--- config.mk ---
export PLATFORM = sky130hd
export DESIGN_NAME = clk_time_setter
export DESIGN_NICKNAME = d
export VERILOG_FILES = /design/src/rtl/clk_time_setter_pkg.sv /design/src/rtl/wrap_counter.sv /design/src/rtl/clk_time_setter.sv
export SDC_FILE = /design/constraint.sdc
export NUM_CORES = 1
export LEC_CHECK = 0
export BUFFER_PORTS_ARGS = -buffer_cell sky130_fd_sc_hd__buf_4
export CAP_MARGIN = 20
export CORE_MARGIN = 10
export CORE_UTILIZATION = 45
export DETAILED_ROUTE_END_ITERATION = 8
export GPL_ROUTABILITY_DRIVEN = 0
export PLACE_DENSITY_LB_ADDON = 0.25
export SYNTH_ARGS = -nofsm -noshare
export SYNTH_HDL_FRONTEND = slang
export SYNTH_SLANG_ARGS = --single-unit
export TNS_END_PERCENT = 30
--- constraint.sdc ---
create_clock -name Clk_1sec -period 2.95 [get_ports Clk_1sec]
set_input_delay 0 -clock Clk_1sec [delete_from_list [all_inputs] [get_ports Clk_1sec]]
set_output_delay 0 -clock Clk_1sec [all_outputs]
set_load 0.01 [all_outputs]
--- src/rtl/clk_time_setter_pkg.sv ---
// Shared definitions for the front-panel time setter.
// Holds the FSM state encoding, the edit_field codes, the per-field
// maximum values and small decode helpers used by the top level.
package clk_set_defs;

    typedef enum logic [2:0] {
        ST_RUN    = 3'd0,
        ST_EDIT_H = 3'd1,
        ST_EDIT_M = 3'd2,
        ST_EDIT_S = 3'd3,
        ST_COMMIT = 3'd4
    } set_state_t;

    localparam logic [1:0] FIELD_NONE = 2'd0;
    localparam logic [1:0] FIELD_HR   = 2'd1;
    localparam logic [1:0] FIELD_MIN  = 2'd2;
    localparam logic [1:0] FIELD_SEC  = 2'd3;

    localparam int MAX_SEC = 59;
    localparam int MAX_MIN = 59;
    localparam int MAX_HR  = 23;

    // Field shown on edit_field for a given state.
    function automatic logic [1:0] field_of(input set_state_t st);
        logic [1:0] f;
        case (st)
            ST_EDIT_H: f = FIELD_HR;
            ST_EDIT_M: f = FIELD_MIN;
            ST_EDIT_S: f = FIELD_SEC;
            default:   f = FIELD_NONE;
        endcase
        return f;
    endfunction

    // State reached by btn_mode from an edit state.
    function automatic set_state_t next_edit(input set_state_t st);
        set_state_t n;
        case (st)
            ST_EDIT_H: n = ST_EDIT_M;
            ST_EDIT_M: n = ST_EDIT_S;
            ST_EDIT_S: n = ST_COMMIT;
            default:   n = ST_RUN;
        endcase
        return n;
    endfunction

endpackage

--- src/rtl/wrap_counter.sv ---
// Shadow register for one time field.
// load   : capture load_val (values above MAX are clamped to 0); has priority
// inc    : increment, wrapping from MAX back to 0
// value  : registered field value
module wrap_counter #(
    parameter int WIDTH = 7,
    parameter int MAX   = 59
) (
    input  logic             clk,
    input  logic             reset,
    input  logic             load,
    input  logic [WIDTH-1:0] load_val,
    input  logic             inc,
    output logic [WIDTH-1:0] value
);

    localparam logic [WIDTH-1:0] MAX_V  = WIDTH'(MAX);
    localparam logic [WIDTH-1:0] ZERO_V = {WIDTH{1'b0}};
    localparam logic [WIDTH-1:0] ONE_V  = WIDTH'(1);

    logic [WIDTH-1:0] value_r;
    logic [WIDTH-1:0] value_s;

    // Next field value: clamped load, or compare-and-wrap increment.
    always_comb begin
        value_s = value_r;
        if (load) begin
            if (load_val > MAX_V) begin
                value_s = ZERO_V;
            end else begin
                value_s = load_val;
            end
        end else if (inc) begin
            if (value_r >= MAX_V) begin
                value_s = ZERO_V;
            end else begin
                value_s = value_r + ONE_V;
            end
        end else begin
            value_s = value_r;
        end
    end

    // Field register with synchronous reset.
    always_ff @(posedge clk) begin
        if (reset) begin
            value_r <= ZERO_V;
        end else begin
            value_r <= value_s;
        end
    end

    assign value = value_r;

endmodule

--- src/rtl/clk_time_setter.sv ---
// Front-panel time-setting controller for the DigitalCLK set interface.
// Ports:
//   Clk_1sec, reset           : single clock, synchronous active-high reset
//   btn_mode, btn_inc         : debounced one-cycle button pulses
//   cur_hours/minutes/seconds : running time, captured when editing starts
//   setmode                   : load strobe, high LOAD_CYCLES cycles in COMMIT
//   set_hours/minutes/seconds : shadow values presented to the clock
//   edit_field                : 0 none, 1 hours, 2 minutes, 3 seconds
//   busy                      : high in any state other than RUN
module clk_time_setter
    import clk_set_defs::*;
#(
    parameter int LOAD_CYCLES = 2,
    parameter int TIMEOUT     = 30
) (
    input  logic       Clk_1sec,
    input  logic       reset,
    input  logic       btn_mode,
    input  logic       btn_inc,
    input  logic [6:0] cur_seconds,
    input  logic [6:0] cur_minutes,
    input  logic [5:0] cur_hours,
    output logic       setmode,
    output logic [6:0] set_seconds,
    output logic [6:0] set_minutes,
    output logic [5:0] set_hours,
    output logic [1:0] edit_field,
    output logic       busy
);

    localparam int TMO_W = $clog2(TIMEOUT + 1);
    localparam int CMT_W = $clog2(LOAD_CYCLES + 1);
    localparam logic [TMO_W-1:0] TMO_LAST = TMO_W'(TIMEOUT - 1);
    localparam logic [CMT_W-1:0] CMT_LAST = CMT_W'(LOAD_CYCLES - 1);

    set_state_t       state_r, state_s;
    logic [TMO_W-1:0] tmo_r, tmo_s;
    logic [CMT_W-1:0] cmt_r, cmt_s;
    logic             capture_s;
    logic             inc_h_s, inc_m_s, inc_sec_s;
    logic             setmode_r, busy_r;
    logic [1:0]       edit_field_r;

    // Next-state, timeout and commit counter logic.
    always_comb begin
        state_s   = state_r;
        tmo_s     = tmo_r;
        cmt_s     = cmt_r;
        capture_s = 1'b0;
        inc_h_s   = 1'b0;
        inc_m_s   = 1'b0;
        inc_sec_s = 1'b0;
        case (state_r)
            ST_RUN: begin
                tmo_s = {TMO_W{1'b0}};
                cmt_s = {CMT_W{1'b0}};
                if (btn_mode) begin
                    capture_s = 1'b1;
                    state_s   = ST_EDIT_H;
                end else begin
                    state_s = ST_RUN;
                end
            end
            ST_EDIT_H, ST_EDIT_M, ST_EDIT_S: begin
                // btn_mode wins over a same-cycle btn_inc.
                if (btn_mode) begin
                    state_s = next_edit(state_r);
                    tmo_s   = {TMO_W{1'b0}};
                    cmt_s   = {CMT_W{1'b0}};
                end else if (btn_inc) begin
                    inc_h_s   = (state_r == ST_EDIT_H);
                    inc_m_s   = (state_r == ST_EDIT_M);
                    inc_sec_s = (state_r == ST_EDIT_S);
                    tmo_s     = {TMO_W{1'b0}};
                end else if (tmo_r == TMO_LAST) begin
                    // TIMEOUT idle cycles: abandon the edit without loading.
                    state_s = ST_RUN;
                    tmo_s   = {TMO_W{1'b0}};
                end else begin
                    tmo_s = tmo_r + TMO_W'(1);
                end
            end
            ST_COMMIT: begin
                if (cmt_r == CMT_LAST) begin
                    state_s = ST_RUN;
                    cmt_s   = {CMT_W{1'b0}};
                end else begin
                    cmt_s = cmt_r + CMT_W'(1);
                end
            end
            default: begin
                state_s = ST_RUN;
                tmo_s   = {TMO_W{1'b0}};
                cmt_s   = {CMT_W{1'b0}};
            end
        endcase
    end

    // State, counters and outputs registered from the next state so each
    // output changes on the same edge as the state it reflects.
    always_ff @(posedge Clk_1sec) begin
        if (reset) begin
            state_r      <= ST_RUN;
            tmo_r        <= {TMO_W{1'b0}};
            cmt_r        <= {CMT_W{1'b0}};
            setmode_r    <= 1'b0;
            busy_r       <= 1'b0;
            edit_field_r <= FIELD_NONE;
        end else begin
            state_r      <= state_s;
            tmo_r        <= tmo_s;
            cmt_r        <= cmt_s;
            setmode_r    <= (state_s == ST_COMMIT);
            busy_r       <= (state_s != ST_RUN);
            edit_field_r <= field_of(state_s);
        end
    end

    wrap_counter #(.WIDTH(6), .MAX(MAX_HR)) u_hours (
        .clk      (Clk_1sec),
        .reset    (reset),
        .load     (capture_s),
        .load_val (cur_hours),
        .inc      (inc_h_s),
        .value    (set_hours)
    );

    wrap_counter #(.WIDTH(7), .MAX(MAX_MIN)) u_minutes (
        .clk      (Clk_1sec),
        .reset    (reset),
        .load     (capture_s),
        .load_val (cur_minutes),
        .inc      (inc_m_s),
        .value    (set_minutes)
    );

    wrap_counter #(.WIDTH(7), .MAX(MAX_SEC)) u_seconds (
        .clk      (Clk_1sec),
        .reset    (reset),
        .load     (capture_s),
        .load_val (cur_seconds),
        .inc      (inc_sec_s),
        .value    (set_seconds)
    );

    assign setmode    = setmode_r;
    assign busy       = busy_r;
    assign edit_field = edit_field_r;

endmodule

==> flow_summary.json, run 1 <==
{
  "max_freq_ghz": 0.483,
  "cp_num_buf_inv": 0,
  "period_minus_slack_ns": 2.07,
  "peakVddDrop_uv": 268,
  "cts_made_buffers": 5,
  "hpwlAfterDp_um": 3700,
  "routed_wl_um": 5050,
  "drt_iter0_markers": 89,
  "synthCells": 234,
  "htree_num_levels": 2,
  "yosysWarnings": 0,
  "grt_use_total_pct": 13.4,
  "rsz0062_at_grt": "false",
  "critPathRequiredTime_ns": 3.15,
  "yosysTopAreaCellShare_pct": 35.4,
  "hp-class": "input port to flop",
  "outcome": "finished clean",
  "chipHeight_um": 85.4,
  "clk_pin_slew_worst_paths_ns": 0.06,
  "pre_cts_ws_ns": 0.912,
  "grt_first_pass_wirelength_um": 8280,
  "syn_nets": 263,
  "max_cap_violations": 0,
  "first_pass_iters": 4,
  "path_cells": "or4b_1, nor3_1, a221oi_1, a211oi_1",
  "grt_antenna_before_repair": 0,
  "portBuffers": 47,
  "arrival_ns": 2.27,
  "crit_type": "flop to flop",
  "ys_async_sr_fraction_pct": 0,
  "grt_start_max_net_pins": 24,
  "ys_ff_latch": 34,
  "yosysSeqAreaShare_pct": 35.4,
  "grt_pass1_vias": 1788,
  "layout_setup_ws_ns": 0.882,
  "synth-edff-count": 0,
  "layout-drive-gt1-share_pct": 19.8,
  "leakagePower_nw": 1.01,
  "synth_commonest_cells": "34 x dfxtp_1, 19 x a21oi_1, 17 x nor2_1",
  "initial_core_util_pct": 47.4,
  "max-slew-margin-rel_pct": 52.8,
  "numClockSinks": 34,
  "area_growth_pct": 26.0,
  "powerDensity_nw_per_um2": 432,
  "synth_area_um2": 1920,
  "core_um2": 4060,
  "cts_tree": "built",
  "final_cell_count_no_fill": 333,
  "synth_ff_type": "dfxtp_1",
  "std_cell_rows": 23,
  "via_per_inst": 5.87,
  "die_area_um2": 7290,
  "synth.avg_cell_area_um2": 8.22,
  "yosys.area.top_type": "dfxtp_1",
  "route.detailed.drc": 0,
  "cts_root_buf": "clkbuf_8",
  "maxSlewViolCount": 0,
  "cts.path.max_buffers": 2,
  "cp-end-kind": "flop",
  "finalCritPeriodShare_pct": 70.1,
  "avgRoutedWirePerCell_um": 15.2,
  "worstPathMaxFanout": 15,
  "die_w_um": 85.4,
  "synth_area_leaders": "dfxtp_1 35%, a21oi_1 4.9%, nand3_1 3.9%",
  "timing.final.hold_violations": 0,
  "crit_path_start_kind": "flop",
  "path_delay_family": "simple AND/OR/NAND/NOR gates",
  "postRouteAntennaNets": 0,
  "max_stage_delay_ns": 0.73,
  "clk_latency_ns": 0.28,
  "dp.cells": 323,
  "tns_ns": 0,
  "cpMaxStageDelayCell": "or4b_1",
  "setup_viol": 0,
  "synth.most_common_cell": "dfxtp_1",
  "yosys.cell_types.count": 47,
  "vias": 1955,
  "worst_pin_slew_ns": 0.703,
  "clock_skew_ns": 0.00329,
  "grt_overflow": 0,
  "io_pins": 48,
  "num_antenna_cells": 0,
  "layout.nets": 312
}
what timing repair did:
action                                 CTS  global route
resized for setup                        0             0
buffers inserted                         0             0
endpoints found under the hold margin    3             0
hold buffers                             3             0
area by class of cell:
class	instances	area (µm²)
tap	50	62.6
clock buffer	7	76.3
inverter	14	52.6
timing repair buffer	51	390
sequential	34	681
fill	388	1630
multi-input combinational	177	1160
layout by cell type (no fill, tap or decap), types with 3 or more instances in the layout:
| master | count |
|---|---|
| clkbuf_8 | 5 |
| ha_1 | 5 |
| a22oi_1 | 6 |
| and4_1 | 3 |
| a41oi_1 | 3 |
| o21ai_0 | 13 |
| nand3_1 | 15 |
| nor3_1 | 7 |
| a221oi_1 | 6 |
| nand2_1 | 7 |
| nand2b_1 | 5 |
| a211o_1 | 5 |
| and3_1 | 7 |
| and4b_1 | 6 |
| nand4_1 | 3 |
| a211oi_1 | 8 |
| inv_1 | 14 |
| nor2_1 | 17 |
| a21oi_1 | 19 |
| dfxtp_1 | 34 |
| nor4_1 | 8 |
| dlygate4sd3_1 | 3 |
| buf_4 | 48 |
| nand3b_1 | 3 |
layer usage:
metal / share of wire, % / GRT usage (%) / vias up
li1: - / - / 1015
met1: 46 / 17.0 / 884
met2: 45 / 20.3 / 50
met3: 7.2 / 4.49 / 6
met4: 1.3 / 4.94 / 0
met5: 0 / 0 / -
report_power, final:
part	total, mW	switching [mW]	internal, mW
Combinational	0.211	0.110	0.101
Sequential	0.514	0.0326	0.482
Clock	0.321	0.159	0.162
flip-flops by register name, summed over array words and instances (netlist names):
signal,flops
edit_field,2
setmode,1
u_minutes.value,7
tmo_r,5
u_hours.value,6
u_seconds.value,7
state_r,3
busy,1
cmt_r,2
final timing paths:
path         slack [ns]            endpoint  cells after the start          startpoint
min reg2reg        0.47  u_minutes.value[5]                      2  u_minutes.value[5]
min                0.01  u_seconds.value[5]                      3      cur_seconds[5]
max reg2reg        0.88  u_seconds.value[0]                      4          state_r[1]
max                0.88  u_seconds.value[0]                      4          state_r[1]
tightest hold or removal path: cells and delay by family:
| family | cells | cell delay (ns) |
|---|---|---|
| compound gates | 1 | 0.06 |
| buf+inv | 1 | 0.13 |
| simple gates | 1 | 0.06 |
kinds of logic (layout without fill, tap and decap cells):
kind of cell | Yosys count | after routing | share of synthesized area [%]
flip-flops | 34 | 34 | 35.4
XOR/XNOR | 1 | 1 | 0.455
adder cells (fa/ha/maj) | 5 | 5 | 3.25
buffers and inverters | 23 | 72 | 4.55
multiplexers | 1 | 1 | 0.520
AO/OA/AOI/OAI | 79 | 79 | 27.9
AND/OR/NAND/NOR | 91 | 91 | 28.0
stage by stage:
stage	util (%)	power [mW]	area (µm²)	hold WS, ns
floorplan	-	0.639	1920	0.0778
global placement	57.1	0.731	2320	0.275
detailed placement	57.1	0.732	2320	0.271
CTS	59.8	1.06	2420	0.00155
global route	59.8	1.10	2420	0.0467
finish	59.8	1.05	2420	0.00956
Note: power is estimated with default switching activity, not from simulation.
==> inputs of run 2 (changes only) <==
--- a/config.mk
+++ b/config.mk
@@ -5,6 +5,7 @@
 export SDC_FILE = /design/constraint.sdc
 export NUM_CORES = 1
 export LEC_CHECK = 0
+export ABC_AREA = 1
 export BUFFER_PORTS_ARGS = -buffer_cell sky130_fd_sc_hd__buf_4
 export CAP_MARGIN = 20
 export CORE_MARGIN = 10
==> constraint.sdc (replaced) <==
create_clock -name Clk_1sec -period 2.1 [get_ports Clk_1sec]
set_input_delay 0 -clock Clk_1sec [delete_from_list [all_inputs] [get_ports Clk_1sec]]
set_output_delay 0 -clock Clk_1sec [all_outputs]
set_load 0.01 [all_outputs]
==> flow_summary.json, run 2 <==
{
  "outcome": "finished clean",
  "synth-edff-count": 0,
  "timing.final.hold_violations": 0,
  "powerDensity_nw_per_um2": 770,
  "postCtsSetupBuffers": 0,
  "yosys.area.top_type": "dfxtp_1",
  "reg2regPathDepth": 7,
  "std_cell_rows": 23,
  "synth_ff_type": "dfxtp_1",
  "layout.cells.most_common": "nand2_1",
  "cts_tree": "built",
  "r2r-start": "state_r[1]",
  "finish.instance_area_um2": 2560,
  "synth.most_common_cell": "nand2_1",
  "layout.nets": 392,
  "chipHeight_um": 85.5,
  "holdWs_ns": 0.0108,
  "layout-drive-gt1-share_pct": 17.9,
  "reg2reg_setup_slack_ns": 0.57,
  "worstPathMaxFanout": 12,
  "htree_num_levels": 2,
  "tns_ns": 0,
  "hpwlAfterDp_um": 3770,
  "numClockSinks": 34,
  "synth_area_leaders": "dfxtp_1 35%, nand2_1 17%, inv_1 10%",
  "io_pins": 48,
  "r2r-end": "u_seconds.value[4]",
  "yosys.cell_types.count": 25,
  "rsz0062_at_grt": "false",
  "pre_cts_ws_ns": 0.584,
  "yosysSeqAreaShare_pct": 35.2,
  "place_area_um2": 2330,
  "ys_async_sr_fraction_pct": 0,
  "hp-class": "input port to flop",
  "area_growth_pct": 32.3,
  "grt_overflow": 0,
  "grt_first_pass_wirelength_um": 8830,
  "grt_antenna_before_repair": 0,
  "critPathRequiredTime_ns": 2.34,
  "max_cap_violations": 0,
  "yosysWarnings": 0,
  "clock_skew_ns": 0.00301,
  "ys_ff_latch": 34,
  "avgRoutedWirePerCell_um": 12.3,
  "max-slew-margin-rel_pct": 52.9,
  "cts_made_buffers": 5,
  "portBuffers": 47,
  "total_power_mw": 1.97,
  "crit_path_start_kind": "flop",
  "period_minus_slack_ns": 1.53,
  "synthCells": 304,
  "clk_latency_ns": 0.29,
  "clk_pin_slew_worst_paths_ns": 0.07,
  "worst_pin_slew_ns": 0.706,
  "postRouteAntennaNets": 0,
  "routed_wl_um": 5110,
  "vias": 2074,
  "cp-end-kind": "flop",
  "num-fill-cells": 391,
  "layout_common_cells": "86 x nand2_1, 53 x inv_1, 49 x buf_4",
  "core_um2": 4090,
  "maxSlewViolCount": 0,
  "grt_use_total_pct": 14.4,
  "fin_util_pct": 62.6,
  "synth_commonest_cells": "86 x nand2_1, 53 x inv_1, 34 x dfxtp_1",
  "num_antenna_cells": 0,
  "layout_setup_ws_ns": 0.570,
  "die_area_um2": 7310,
  "initial_core_util_pct": 47.3,
  "cts.path.max_buffers": 2,
  "die_w_um": 85.5,
  "endpoint": "u_seconds.value[4]",
  "synth.avg_cell_area_um2": 6.35,
  "synth_area_um2": 1930,
  "crit_type": "flop to flop",
  "cts_root_buf": "clkbuf_8",
  "via_per_inst": 5.01,
  "final_cell_count_no_fill": 414,
  "first_pass_iters": 4,
  "grt_start_max_net_pins": 25,
  "max_freq_ghz": 0.653,
  "leakagePower_nw": 1.33,
  "grt_pass1_vias": 2007,
  "syn_nets": 333,
  "startpoint": "state_r[1]",
  "dp.cells": 398,
  "finalCritPeriodShare_pct": 72.9,
  "yosysTopAreaCellShare_pct": 35.2,
  "peakVddDrop_uv": 411,
  "drt_iter0_markers": 106,
  "route.detailed.drc": 0,
  "setup_viol": 0,
  "arrival_ns": 1.77
}
[run 2: cell types whose count changed after synthesis, moves of 9 or more]
cell | before | now
o21ai_0 | 13 | 24
inv_1 | 14 | 53
nand3_1 | 15 | 28
nor2_1 | 17 | 26
nand2_1 | 7 | 86
[run 2: worst min path at each step]
| stage | start | endpoint | slack [ns] | depth (start not counted) |
|---|---|---|---|---|
| 2_1_floorplan | reset | u_hours.value[4] | 0.07 | 1 |
| 3_3_place_gp | reset | u_hours.value[4] | 0.22 | 2 |
| 3_5_place_dp | reset | tmo_r[1] | 0.23 | 2 |
| 4_1_cts | cur_minutes[2] | u_minutes.value[2] | 0.0002 | 5 |
| 5_1_grt | cur_minutes[4] | u_minutes.value[4] | 0.01 | 5 |
| 6_report | cur_minutes[0] | u_minutes.value[0] | 0.01 | 5 |
[run 2: layout make-up]
cell class,count,area (µm²),area share (%)
tap,50,62.6,2.45
inverter,54,203,7.93
clock buffer,6,82.6,3.23
timing repair buffer,57,448,17.5
multi-input combinational,211,1020,39.9
sequential,34,681,26.6
clock inverter,2,60.1,2.35
[run 2: layer usage]
layer / up-vias / routed length, µm / global-route usage, %
li1: 1079 / - / -
met1: 915 / 2290 / 16.0
met2: 71 / 2350 / 24.2
met3: 9 / 396 / 5.30
met4: 0 / 75 / 6.14
met5: - / 0 / 0
[run 2: kinds of logic (layout without fill, tap and decap cells)]
logic type      after synthesis  after routing  synth area share, %
buf+inv                      59            119                 12.0
fa+ha+maj                     5              5                 3.24
compound gates               46             46                 12.5
xor+xnor                      4              4                 1.81
simple gates                156            156                 35.2
flops                        34             34                 35.2
[run 2: critical path, cell delays in order (launching register included)]
cell and delay [ns]:
dfxtp_1 0.37, nor2_2 0.17, nand3_2 0.28, nor3_4 0.34, nand2_1 0.13, nand3_1 0.11
nand2_1 0.05, inv_1 0.04
[run 2: what timing repair did]
action,in CTS,in global routing
hold endpoints to repair,11,0
gates resized for setup,0,0
hold buffers,8,0
[run 2: where the power goes]
| group | switching [mW] | total (mW) | internal [mW] | leakage [nW] |
|---|---|---|---|---|
| clock | 0.245 | 0.751 | 0.506 | 0.0714 |
| combinational | 0.246 | 0.449 | 0.203 | 0.981 |
| sequential | 0.0691 | 0.768 | 0.699 | 0.278 |
| total | 0.560 | 1.97 | 1.41 | 1.33 |
==> inputs of run 3 (changes only) <==
==> constraint.sdc (replaced) <==
create_clock -name Clk_1sec -period 1.27 [get_ports Clk_1sec]
set_input_delay 0 -clock Clk_1sec [delete_from_list [all_inputs] [get_ports Clk_1sec]]
set_output_delay 0 -clock Clk_1sec [all_outputs]
set_load 0.01 [all_outputs]
==> flow_summary.json, run 3 (synthesis results as in run 2) <==
{
  "final_cell_count_no_fill": 446,
  "cts_root_buf": "clkbuf_8",
  "core_um2": 4090,
  "dp.cells": 428,
  "clk_pin_slew_worst_paths_ns": 0.07,
  "vias": 2215,
  "tns_ns": -0.132,
  "die_w_um": 85.5,
  "numClockSinks": 34,
  "cpMaxStageDelayCell": "dfxtp_2",
  "first_pass_iters": 4,
  "grt_overflow": 0,
  "area_growth_pct": 53.2,
  "routed_wl_um": 5690,
  "max-slew-margin-rel_pct": 80.6,
  "pre_cts_ws_ns": -0.0740,
  "worstPathMaxFanout": 3,
  "htree_num_levels": 2,
  "finish.instance_area_um2": 2960,
  "leakagePower_nw": 1.52,
  "worst_pin_slew_ns": 0.290,
  "arrival_ns": 1.54,
  "critPathRequiredTime_ns": 1.51,
  "grt_pass1_vias": 2110,
  "rsz0062_at_grt": "true",
  "initial_core_util_pct": 47.3,
  "die_area_um2": 7310,
  "max_freq_ghz": 0.767,
  "cts_tree": "built",
  "cp-end-kind": "flop",
  "grt_start_max_net_pins": 14,
  "timing.final.hold_violations": 1,
  "failed_checks": "negative hold slack, negative setup slack",
  "postRouteAntennaNets": 0,
  "io_pins": 48,
  "layout_common_cells": "80 x nand2_1, 80 x buf_4, 47 x inv_1",
  "drt_iter0_markers": 124,
  "grt_antenna_before_repair": 0,
  "clk_latency_ns": 0.29,
  "layout.nets": 424,
  "route.detailed.drc": 0,
  "hpwlAfterDp_um": 4020,
  "portBuffers": 47,
  "maxSlewViolCount": 0,
  "outcome": "finished with violations",
  "max_stage_delay_ns": 0.34,
  "hp-class": "input port to flop",
  "max_cap_violations": 0,
  "grt_first_pass_wirelength_um": 9050,
  "cpMostUsedCell": "nand2_1",
  "crit_type": "flop to flop",
  "grt_use_total_pct": 14.8,
  "finalCritPeriodShare_pct": 103,
  "path_cells": "ha_4, nor2_4, nand2_1, nand2_1, nand2_1, nor2_2, nand2_1, nand3_1, nand2_1, inv_1",
  "powerDensity_nw_per_um2": 1200,
  "layout_setup_ws_ns": -0.0346,
  "holdWs_ns": -0.00322,
  "reg2regPathDepth": 10,
  "period_minus_slack_ns": 1.30,
  "via_per_inst": 4.97,
  "hold_depth": 5,
  "crit_path_start_kind": "flop",
  "chipHeight_um": 85.5,
  "place_area_um2": 2560,
  "setup_viol": 9,
  "clock_skew_ns": 0.00364,
  "cts.path.max_buffers": 2,
  "num_antenna_cells": 0,
  "peakVddDrop_uv": 777,
  "num-fill-cells": 333,
  "layout-drive-gt1-share_pct": 34.1,
  "std_cell_rows": 23,
  "cts_made_buffers": 5,
  "avgRoutedWirePerCell_um": 12.8
}
## run 3: stage by stage
step | utilization [%] | total power, mW | hold slack [ns]
after CTS | 69.2 | 3.47 | 0.00576
after floorplan | - | 1.72 | 0.0691
after global placement | 62.7 | 2.13 | 0.224
final | 72.4 | 3.54 | -0.00322
after global routing | 72.4 | 3.74 | 0.0100
after detailed placement | 62.7 | 2.15 | 0.233
## run 3: repair_timing
| item | CTS | global route |
|---|---|---|
| setup endpoints to repair | 21 | 29 |
| endpoints found under the hold margin | 7 | 0 |
| setup buffers | 1 | 3 |
| pin swaps | 2 | 17 |
| resized for setup | 20 | 33 |
| cloned | 0 | 1 |
| hold buffers | 5 | 0 |
## run 3: worst paths after layout
| path | to | slack (ns) | startpoint |
|---|---|---|---|
| max | u_minutes.value[1] | -0.03 | u_minutes.value[1] |
| min | u_minutes.value[0] | -0.003 | cur_minutes[0] |
| max reg2reg | u_minutes.value[1] | -0.03 | u_minutes.value[1] |
| min reg2reg | cmt_r[1] | 0.42 | cmt_r[1] |
## run 3: final cells by class
class / instances / area (µm²) / area share [%]
inverters: 54 / 208 / 7.02
clock buffers: 6 / 82.6 / 2.79
clock inverters: 2 / 60.1 / 2.03
well taps: 50 / 62.6 / 2.11
repair buffers: 89 / 696 / 23.5
multi-input cells: 211 / 1160 / 39.2
flip-flops and latches: 34 / 691 / 23.3
## run 3: critical path, delay by kind of cell (launching register included)
family / cells / cell delay, ns
DFF: 1 / 0.34
and+or+nand+nor: 8 / 0.69
buffers and inverters: 1 / 0.05
adders and majority gates: 1 / 0.17
## run 3: power by group
part | switching, mW | leakage, nW | internal [mW]
Sequential | 0.0821 | 0.281 | 1.16
Clock | 0.418 | 0.0714 | 0.837
Combinational | 0.533 | 1.16 | 0.511
## run 3: layer usage
layer | track usage, % | wire length (µm)
met2 | 24.5 | 2800
met4 | 5.84 | 84
met5 | 0 | 0
met1 | 17.1 | 2440
met3 | 4.82 | 364
